===== config.mk =====
export PLATFORM = sky130hd
export DESIGN_NAME = spi_word_loader
export DESIGN_NICKNAME = d
export VERILOG_FILES = /design/src/rtl/spi_loader_pkg.sv /design/src/rtl/spi_word_loader_word_packer.sv /design/src/rtl/spi_word_loader.sv
export SDC_FILE = /design/constraint.sdc
export NUM_CORES = 1
export LEC_CHECK = 0
export ABC_AREA = 1
export ABC_CLOCK_PERIOD_IN_PS = 4900
export CAP_MARGIN = 25
export CORE_MARGIN = 2
export CORE_UTILIZATION = 61
export CTS_CLUSTER_DIAMETER = 100
export CTS_CLUSTER_SIZE = 12
export DETAILED_ROUTE_END_ITERATION = 12
export GPL_ROUTABILITY_DRIVEN = 0
export GPL_TIMING_DRIVEN = 0
export PLACE_DENSITY = 0.86
export SYNTH_ARGS = -nofsm -noshare
export SYNTH_HDL_FRONTEND = slang
export SYNTH_SLANG_ARGS = --single-unit

===== constraint.sdc =====
create_clock -name clk -period 4.9 [get_ports clk]
set_input_delay 0.735 -clock clk [delete_from_list [all_inputs] [get_ports clk]]
set_output_delay 0.735 -clock clk [all_outputs]
set_load 0.01 [all_outputs]

===== src/rtl/spi_loader_pkg.sv =====
// Shared types and constants for the SPI program loader.
// Latency: n/a (declarations only).
// Backpressure: n/a.
package spi_loader_pkg;

    typedef enum logic [2:0] {
        IDLE    = 3'd0,
        SYNC    = 3'd1,
        LEN     = 3'd2,
        PAYLOAD = 3'd3,
        CHECK   = 3'd4,
        DONE    = 3'd5,
        ERROR   = 3'd6
    } loader_state_e;

    // Number of bytes in the little-endian length field of a frame.
    localparam int LEN_BYTES = 4;

endpackage


===== src/rtl/spi_word_loader_word_packer.sv =====
// Packs a byte stream into DATA_W-bit little-endian words with byte enables.
// Latency: word/be/word_valid registered, one cycle after the completing byte.
// Backpressure: none; accepts a byte every cycle, output is a one-cycle strobe.
module word_packer #(
    parameter int DATA_W = 32
) (
    input  logic                clk,
    input  logic                rstn,
    input  logic                clear,
    input  logic [7:0]          in_byte,
    input  logic                in_valid,
    input  logic                in_last,
    output logic [DATA_W-1:0]   word,
    output logic [DATA_W/8-1:0] be,
    output logic                word_valid
);

    localparam int LANES  = DATA_W / 8;
    localparam int LANE_W = (LANES > 1) ? $clog2(LANES) : 1;

    logic [LANE_W-1:0]  lane_q;
    logic [DATA_W-1:0]  acc_q;
    logic [LANES-1:0]   acc_be_q;
    logic [DATA_W-1:0]  acc_nxt;
    logic [LANES-1:0]   be_nxt;
    logic               lane_full;
    logic               emit;

    // Merge the incoming byte into its lane and decide whether the word is complete.
    always_comb begin
        acc_nxt = acc_q;
        be_nxt  = acc_be_q;
        acc_nxt[{lane_q, 3'b000} +: 8] = in_byte;
        be_nxt[lane_q]                 = 1'b1;
        lane_full = (lane_q == LANE_W'(LANES - 1));
        emit      = in_valid && (lane_full || in_last);
    end

    // Lane accumulator; output regs are zero whenever no word is being presented.
    always_ff @(posedge clk or negedge rstn) begin
        if (!rstn) begin
            lane_q     <= '0;
            acc_q      <= '0;
            acc_be_q   <= '0;
            word       <= '0;
            be         <= '0;
            word_valid <= 1'b0;
        end else if (clear) begin
            lane_q     <= '0;
            acc_q      <= '0;
            acc_be_q   <= '0;
            word       <= '0;
            be         <= '0;
            word_valid <= 1'b0;
        end else begin
            word_valid <= emit;
            word       <= emit ? acc_nxt : '0;
            be         <= emit ? be_nxt  : '0;
            if (in_valid) begin
                if (emit) begin
                    lane_q   <= '0;
                    acc_q    <= '0;
                    acc_be_q <= '0;
                end else begin
                    lane_q   <= lane_q + LANE_W'(1);
                    acc_q    <= acc_nxt;
                    acc_be_q <= be_nxt;
                end
            end
        end
    end

endmodule


===== src/rtl/spi_word_loader.sv =====
// Parses MAGIC/len/payload[/checksum] frames from the SPI byte stream into memory writes.
// Latency: write strobe one cycle after the byte completing a word; optional checksum via SPI_LOADER_CHECKSUM_EN.
// Backpressure: none; accepts a byte every cycle, core held in reset while loading or failed.
module spi_word_loader
    import spi_loader_pkg::*;
#(
    parameter int                 DATA_W    = 32,
    parameter int                 ADDR_W    = 32,
    parameter logic [ADDR_W-1:0]  BASE_ADDR = '0,
    parameter int unsigned        MAX_BYTES = 65536,
    parameter logic [7:0]         MAGIC     = 8'hA5
) (
    input  logic                clk,
    input  logic                rstn,
    input  logic                load_program,
    input  logic [7:0]          rx_byte,
    input  logic                rx_valid,
    output logic                core_program_resetn,
    output logic [ADDR_W-1:0]   mem_write_addr,
    output logic [DATA_W-1:0]   mem_write_data,
    output logic [DATA_W/8-1:0] mem_write_be,
    output logic                mem_write_en,
    output logic                busy,
    output logic                done,
    output logic                error,
    output logic [31:0]         bytes_loaded
);

    localparam int BPW = DATA_W / 8;

`ifdef SPI_LOADER_CHECKSUM_EN
    localparam loader_state_e AFTER_PAYLOAD = CHECK;
`else
    localparam loader_state_e AFTER_PAYLOAD = DONE;
`endif

    loader_state_e state_q, state_d;
    logic          load_q;
    logic [31:0]   len_q;
    logic [31:0]   len_asm;
    logic [1:0]    len_idx_q;
    logic          len_take;
    logic          pay_take;
    logic          pay_last;
    logic          clear;
    logic [31:0]   word_off;
`ifdef SPI_LOADER_CHECKSUM_EN
    logic [7:0]    sum_q;
`endif

    // Length word as it would read after merging the current byte.
    always_comb begin
        len_asm = len_q;
        len_asm[{len_idx_q, 3'b000} +: 8] = rx_byte;
    end

    assign pay_last = ((bytes_loaded + 32'd1) == len_q);
    assign word_off = bytes_loaded & ~(32'(BPW - 1));

    // Next-state and per-byte strobes; dropping load_program mid-frame is a failed load.
    always_comb begin
        state_d  = state_q;
        len_take = 1'b0;
        pay_take = 1'b0;
        unique case (state_q)
            IDLE: begin
                if (load_program) state_d = SYNC;
            end
            SYNC: begin
                if (!load_program)                          state_d = IDLE;
                else if (rx_valid && (rx_byte == MAGIC))    state_d = LEN;
            end
            LEN: begin
                if (!load_program) begin
                    state_d = ERROR;
                end else if (rx_valid) begin
                    len_take = 1'b1;
                    if (len_idx_q == 2'(LEN_BYTES - 1)) begin
                        if (len_asm > 32'(MAX_BYTES)) state_d = ERROR;
                        else if (len_asm == 32'd0)    state_d = AFTER_PAYLOAD;
                        else                          state_d = PAYLOAD;
                    end
                end
            end
            PAYLOAD: begin
                if (!load_program) begin
                    state_d = ERROR;
                end else if (rx_valid) begin
                    pay_take = 1'b1;
                    if (pay_last) state_d = AFTER_PAYLOAD;
                end
            end
`ifdef SPI_LOADER_CHECKSUM_EN
            CHECK: begin
                if (!load_program)  state_d = ERROR;
                else if (rx_valid)  state_d = (rx_byte == sum_q) ? DONE : ERROR;
            end
`endif
            DONE: begin
                if (!load_program) state_d = IDLE;
            end
            ERROR: begin
                if (load_program && !load_q) state_d = SYNC;
            end
            default: state_d = IDLE;
        endcase
        clear = (state_d == SYNC) && (state_q != SYNC);
    end

    // State register and load_program history for the ERROR retry edge.
    always_ff @(posedge clk or negedge rstn) begin
        if (!rstn) begin
            state_q <= IDLE;
            load_q  <= 1'b0;
        end else begin
            state_q <= state_d;
            load_q  <= load_program;
        end
    end

    // Frame counters; cleared on every entry to SYNC.
    always_ff @(posedge clk or negedge rstn) begin
        if (!rstn) begin
            len_q          <= '0;
            len_idx_q      <= '0;
            bytes_loaded   <= '0;
            mem_write_addr <= '0;
        end else if (clear) begin
            len_q          <= '0;
            len_idx_q      <= '0;
            bytes_loaded   <= '0;
        end else begin
            if (len_take) begin
                len_q     <= len_asm;
                len_idx_q <= len_idx_q + 2'd1;
            end
            if (pay_take) begin
                bytes_loaded   <= bytes_loaded + 32'd1;
                mem_write_addr <= BASE_ADDR + ADDR_W'(word_off);
            end
        end
    end

`ifdef SPI_LOADER_CHECKSUM_EN
    // Running mod-256 sum of payload bytes, compared against the trailer in CHECK.
    always_ff @(posedge clk or negedge rstn) begin
        if (!rstn)          sum_q <= '0;
        else if (clear)     sum_q <= '0;
        else if (pay_take)  sum_q <= sum_q + rx_byte;
    end
`endif

    word_packer #(
        .DATA_W (DATA_W)
    ) u_packer (
        .clk        (clk),
        .rstn       (rstn),
        .clear      (clear),
        .in_byte    (rx_byte),
        .in_valid   (pay_take),
        .in_last    (pay_last),
        .word       (mem_write_data),
        .be         (mem_write_be),
        .word_valid (mem_write_en)
    );

    // Status decode; the core stays in reset while loading or after a failed load.
    always_comb begin
        busy  = (state_q == SYNC) || (state_q == LEN) ||
                (state_q == PAYLOAD) || (state_q == CHECK);
        done  = (state_q == DONE);
        error = (state_q == ERROR);
        core_program_resetn = !(load_program || (state_q == ERROR));
    end

endmodule


==> impl_metrics.env <==
export IMPL_status="completed"
export IMPL_grt_overflow=0
export IMPL_hold_path_class="primary input to asynchronous set/reset pin"
export IMPL_rows=45
export IMPL_wl_um=28400
export IMPL_ys_seq_elements=175
export IMPL_synthArstFlopShare_pct=100
export IMPL_critPathTopFamily="simple AND/OR/NAND/NOR gates"
export IMPL_ir_worst_vdd_mv=0.229
export IMPL_slew_headroom_pct=38.1
export IMPL_route_antenna_remaining_nets=0
export IMPL_antenna_found_initial=0
export IMPL_rsz0062_at_grt="no"
export IMPL_synth_top_cells_by_area="dfrtp_1 45%, nand2_1 15%, nand3_1 8.8%"
export IMPL_cts_tree="done"
export IMPL_critPathLaunchType="register"
export IMPL_fin_nets=1504
export IMPL_pre_cts_ws_ps=1370
export IMPL_start_util_pct=63.1
export IMPL_place_inst=1671
export IMPL_syn_to_final_growth_pct=21.6
export IMPL_critPathKind="register to register"
export IMPL_final_instance_count_excl_fill=1703
export IMPL_cp_num_buf_inv=2
export IMPL_final_common_cell="nand2_1"
export IMPL_viasPerCell=5.84
export IMPL_finalWorstSetupSlack_ps=1200
export IMPL_synth_edf_count=0
export IMPL_firstDrtPassIters=6
export IMPL_crit_slowest_cell="a21oi_1"
export IMPL_r2r_slack_ps=1200
export IMPL_p_per_area_nw_per_um2=271
export IMPL_die_x_um=130
export IMPL_track_usage_pct=35.1
export IMPL_drv_slew=0
export IMPL_ys_types=36
export IMPL_ioPinCount=117
export IMPL_io_buffers=114
export IMPL_worst_path_largest_cell_delay_ps=660
export IMPL_cp_common_cell="nand2_1"
export IMPL_syn_inst=1343
export IMPL_ys_seq_area_share_pct=45.3
export IMPL_netlist_area_leader_share_pct=45.3
export IMPL_hold_viol_final=0
export IMPL_syn_avg_cell_area_um2=7.19
export IMPL_hold_ws_ps=266
export IMPL_cp_required_ps=5220
export IMPL_finalSetupViolCount=0
export IMPL_wl_per_cell_um=16.7
export IMPL_cts_root_buf="clkbuf_16"
export IMPL_fin_skew_ps=8.39
export IMPL_p_total_uw=3180
export IMPL_clk_insertion_delay_late_ps=440
export IMPL_worst_pin_slew_ps=925
export IMPL_reg2reg_from="bytes_loaded[0]"
export IMPL_drc_errors=0
export IMPL_drtIter0Drc=1281
export IMPL_endpoint_kind="register"
export IMPL_n_fill_cell=1161
export IMPL_clkSinkCount=175
export IMPL_synth_top_area_cell="dfrtp_1"
export IMPL_cts_buffers_inserted=17
export IMPL_syn_area_um2=9660
export IMPL_htreeDepth=4
export IMPL_drive_gt1_share_pct=5.03
export IMPL_cts_resized=0
export IMPL_grt_first_pass_wirelength_um=45800
export IMPL_yosys_warnings=0
export IMPL_path_clk_slew_ps=70
export IMPL_grt_pass1_vias=8980
export IMPL_vias=9938
export IMPL_fin_crit_ps=3700
export IMPL_cts_buffer_depth=2
export IMPL_holdBufCountCts=0
export IMPL_critPathMaxFanout=10
export IMPL_leakage_uw=0.00564
export IMPL_cp_cell_sequence="ha_1 > nand2_2 > nor2_4 > nand3_1 > o21ai_0 > nand2_1 > nand2_1 > nand2_1 > nand2_1 > nor2_1 > nand2_1 > nor2_2 > a21oi_1 > nor2_4 > inv_2 > buf_2 > nor2_1"
export IMPL_ys_flop_type="dfrtp_1"
export IMPL_diodes=0
export IMPL_max_freq_ghz=0.270
export IMPL_layout_common_cells="385 x nand2_1, 213 x nor2_1, 175 x dfrtp_1"
export IMPL_post_cts_buffers=0
export IMPL_core_area_um2=15300
export IMPL_die_h_um=130
export IMPL_cap_viol_max_count=0
export IMPL_dp_hpwl_um=20500
export IMPL_fin_crit_sh_pct=75.6
export IMPL_crit_start="bytes_loaded[0]"
export IMPL_die_area_um2=16900
export IMPL_crit_arrival_ps=4020
export IMPL_grt_max_degree=93
-- layout make-up --
class	count	area, um2	share of cell area (%)
repair buffers	116	1180	10.0
clock inverters	14	200	1.70
inverters	116	435	3.71
well taps	211	264	2.25
flip-flops and latches	175	4380	37.3
plain buffers	55	256	2.18
clock buffers	18	439	3.74
multi-input cells	998	4590	39.1
-- through the flow --
stage	cell area, um2	setup TNS (ps)	util (%)
floorplan	9660	0	-
global placement	11100	-685970	72.3
detailed placement	11100	0	72.5
CTS	11700	0	76.7
global route	11700	0	76.7
finish	11700	0	76.7
-- per-layer routing --
| metal | up-vias | share of wire [%] | track usage, % |
|---|---|---|---|
| li1 | 4628 | - | - |
| met1 | 4534 | 40 | 46.9 |
| met2 | 641 | 46 | 55.5 |
| met3 | 135 | 9.2 | 5.82 |
| met4 | 0 | 5.7 | 18.7 |
| met5 | - | 0 | 0 |
-- sequential cells by signal (all words and copies together) (netlist names) --
signal and cells:
bytes_loaded 32, len_idx_q 2, len_q 32, load_q 1
mem_write_addr 30, state_q 3, u_packer.acc_be_q 4, u_packer.acc_q 32
u_packer.be 4, u_packer.lane_q 2, u_packer.word 32, u_packer.word_valid 1
-- logic make-up after synthesis --
group,after synthesis,share of synthesized area [%]
AO/OA/AOI/OAI,152,9.00
buffers and inverters,171,7.16
flip-flops,175,45.3
XOR/XNOR,4,0.363
other,1,0.0388
adder cells (fa/ha/maj),13,1.68
AND/OR/NAND/NOR,827,36.4
-- power breakdown --
| part | leakage, uW | internal, uW | switching, uW |
|---|---|---|---|
| Clock | 0.000304 | 875 | 604 |
| Combinational | 0.00293 | 90.2 | 123 |
| Sequential | 0.00241 | 1470 | 14.1 |
| Total | 0.00564 | 2440 | 740 |
-- worst register-to-register path, delay by kind of cell, from the launching register on --
kind	cells	cell delay (ps)
flip-flops	1	510
AND/OR/NAND/NOR	12	1300
AO/OA/AOI/OAI	2	990
buffers and inverters	2	500
adder cells (fa/ha/maj)	1	270
-- Yosys cell counts, drive strengths merged (2+ instances only) --
master	number
nand2	390
ha	13
buf	25
nor4	2
clkbuf	30
dfrtp	175
clkinv	4
nor2	224
nand3	169
and2	2
nor3	8
a21oi	16
nand3b	16
o21ai	83
nand4	15
o22ai	22
xor2	3
o31ai	9
a22oi	18
inv	112
-- worst paths after layout --
kind / to / cells past startpoint
worst max-delay path: u_packer.be[1] / 17
worst min-delay path: u_packer.word[11] / 1
worst max register to register: u_packer.be[1] / 17
worst min register to register: mem_write_addr[18] / 2
max in group asynchronous: mem_write_addr[26] / 2
min in group clk: mem_write_addr[18] / 2
Power figures use the tool's default switching activity.
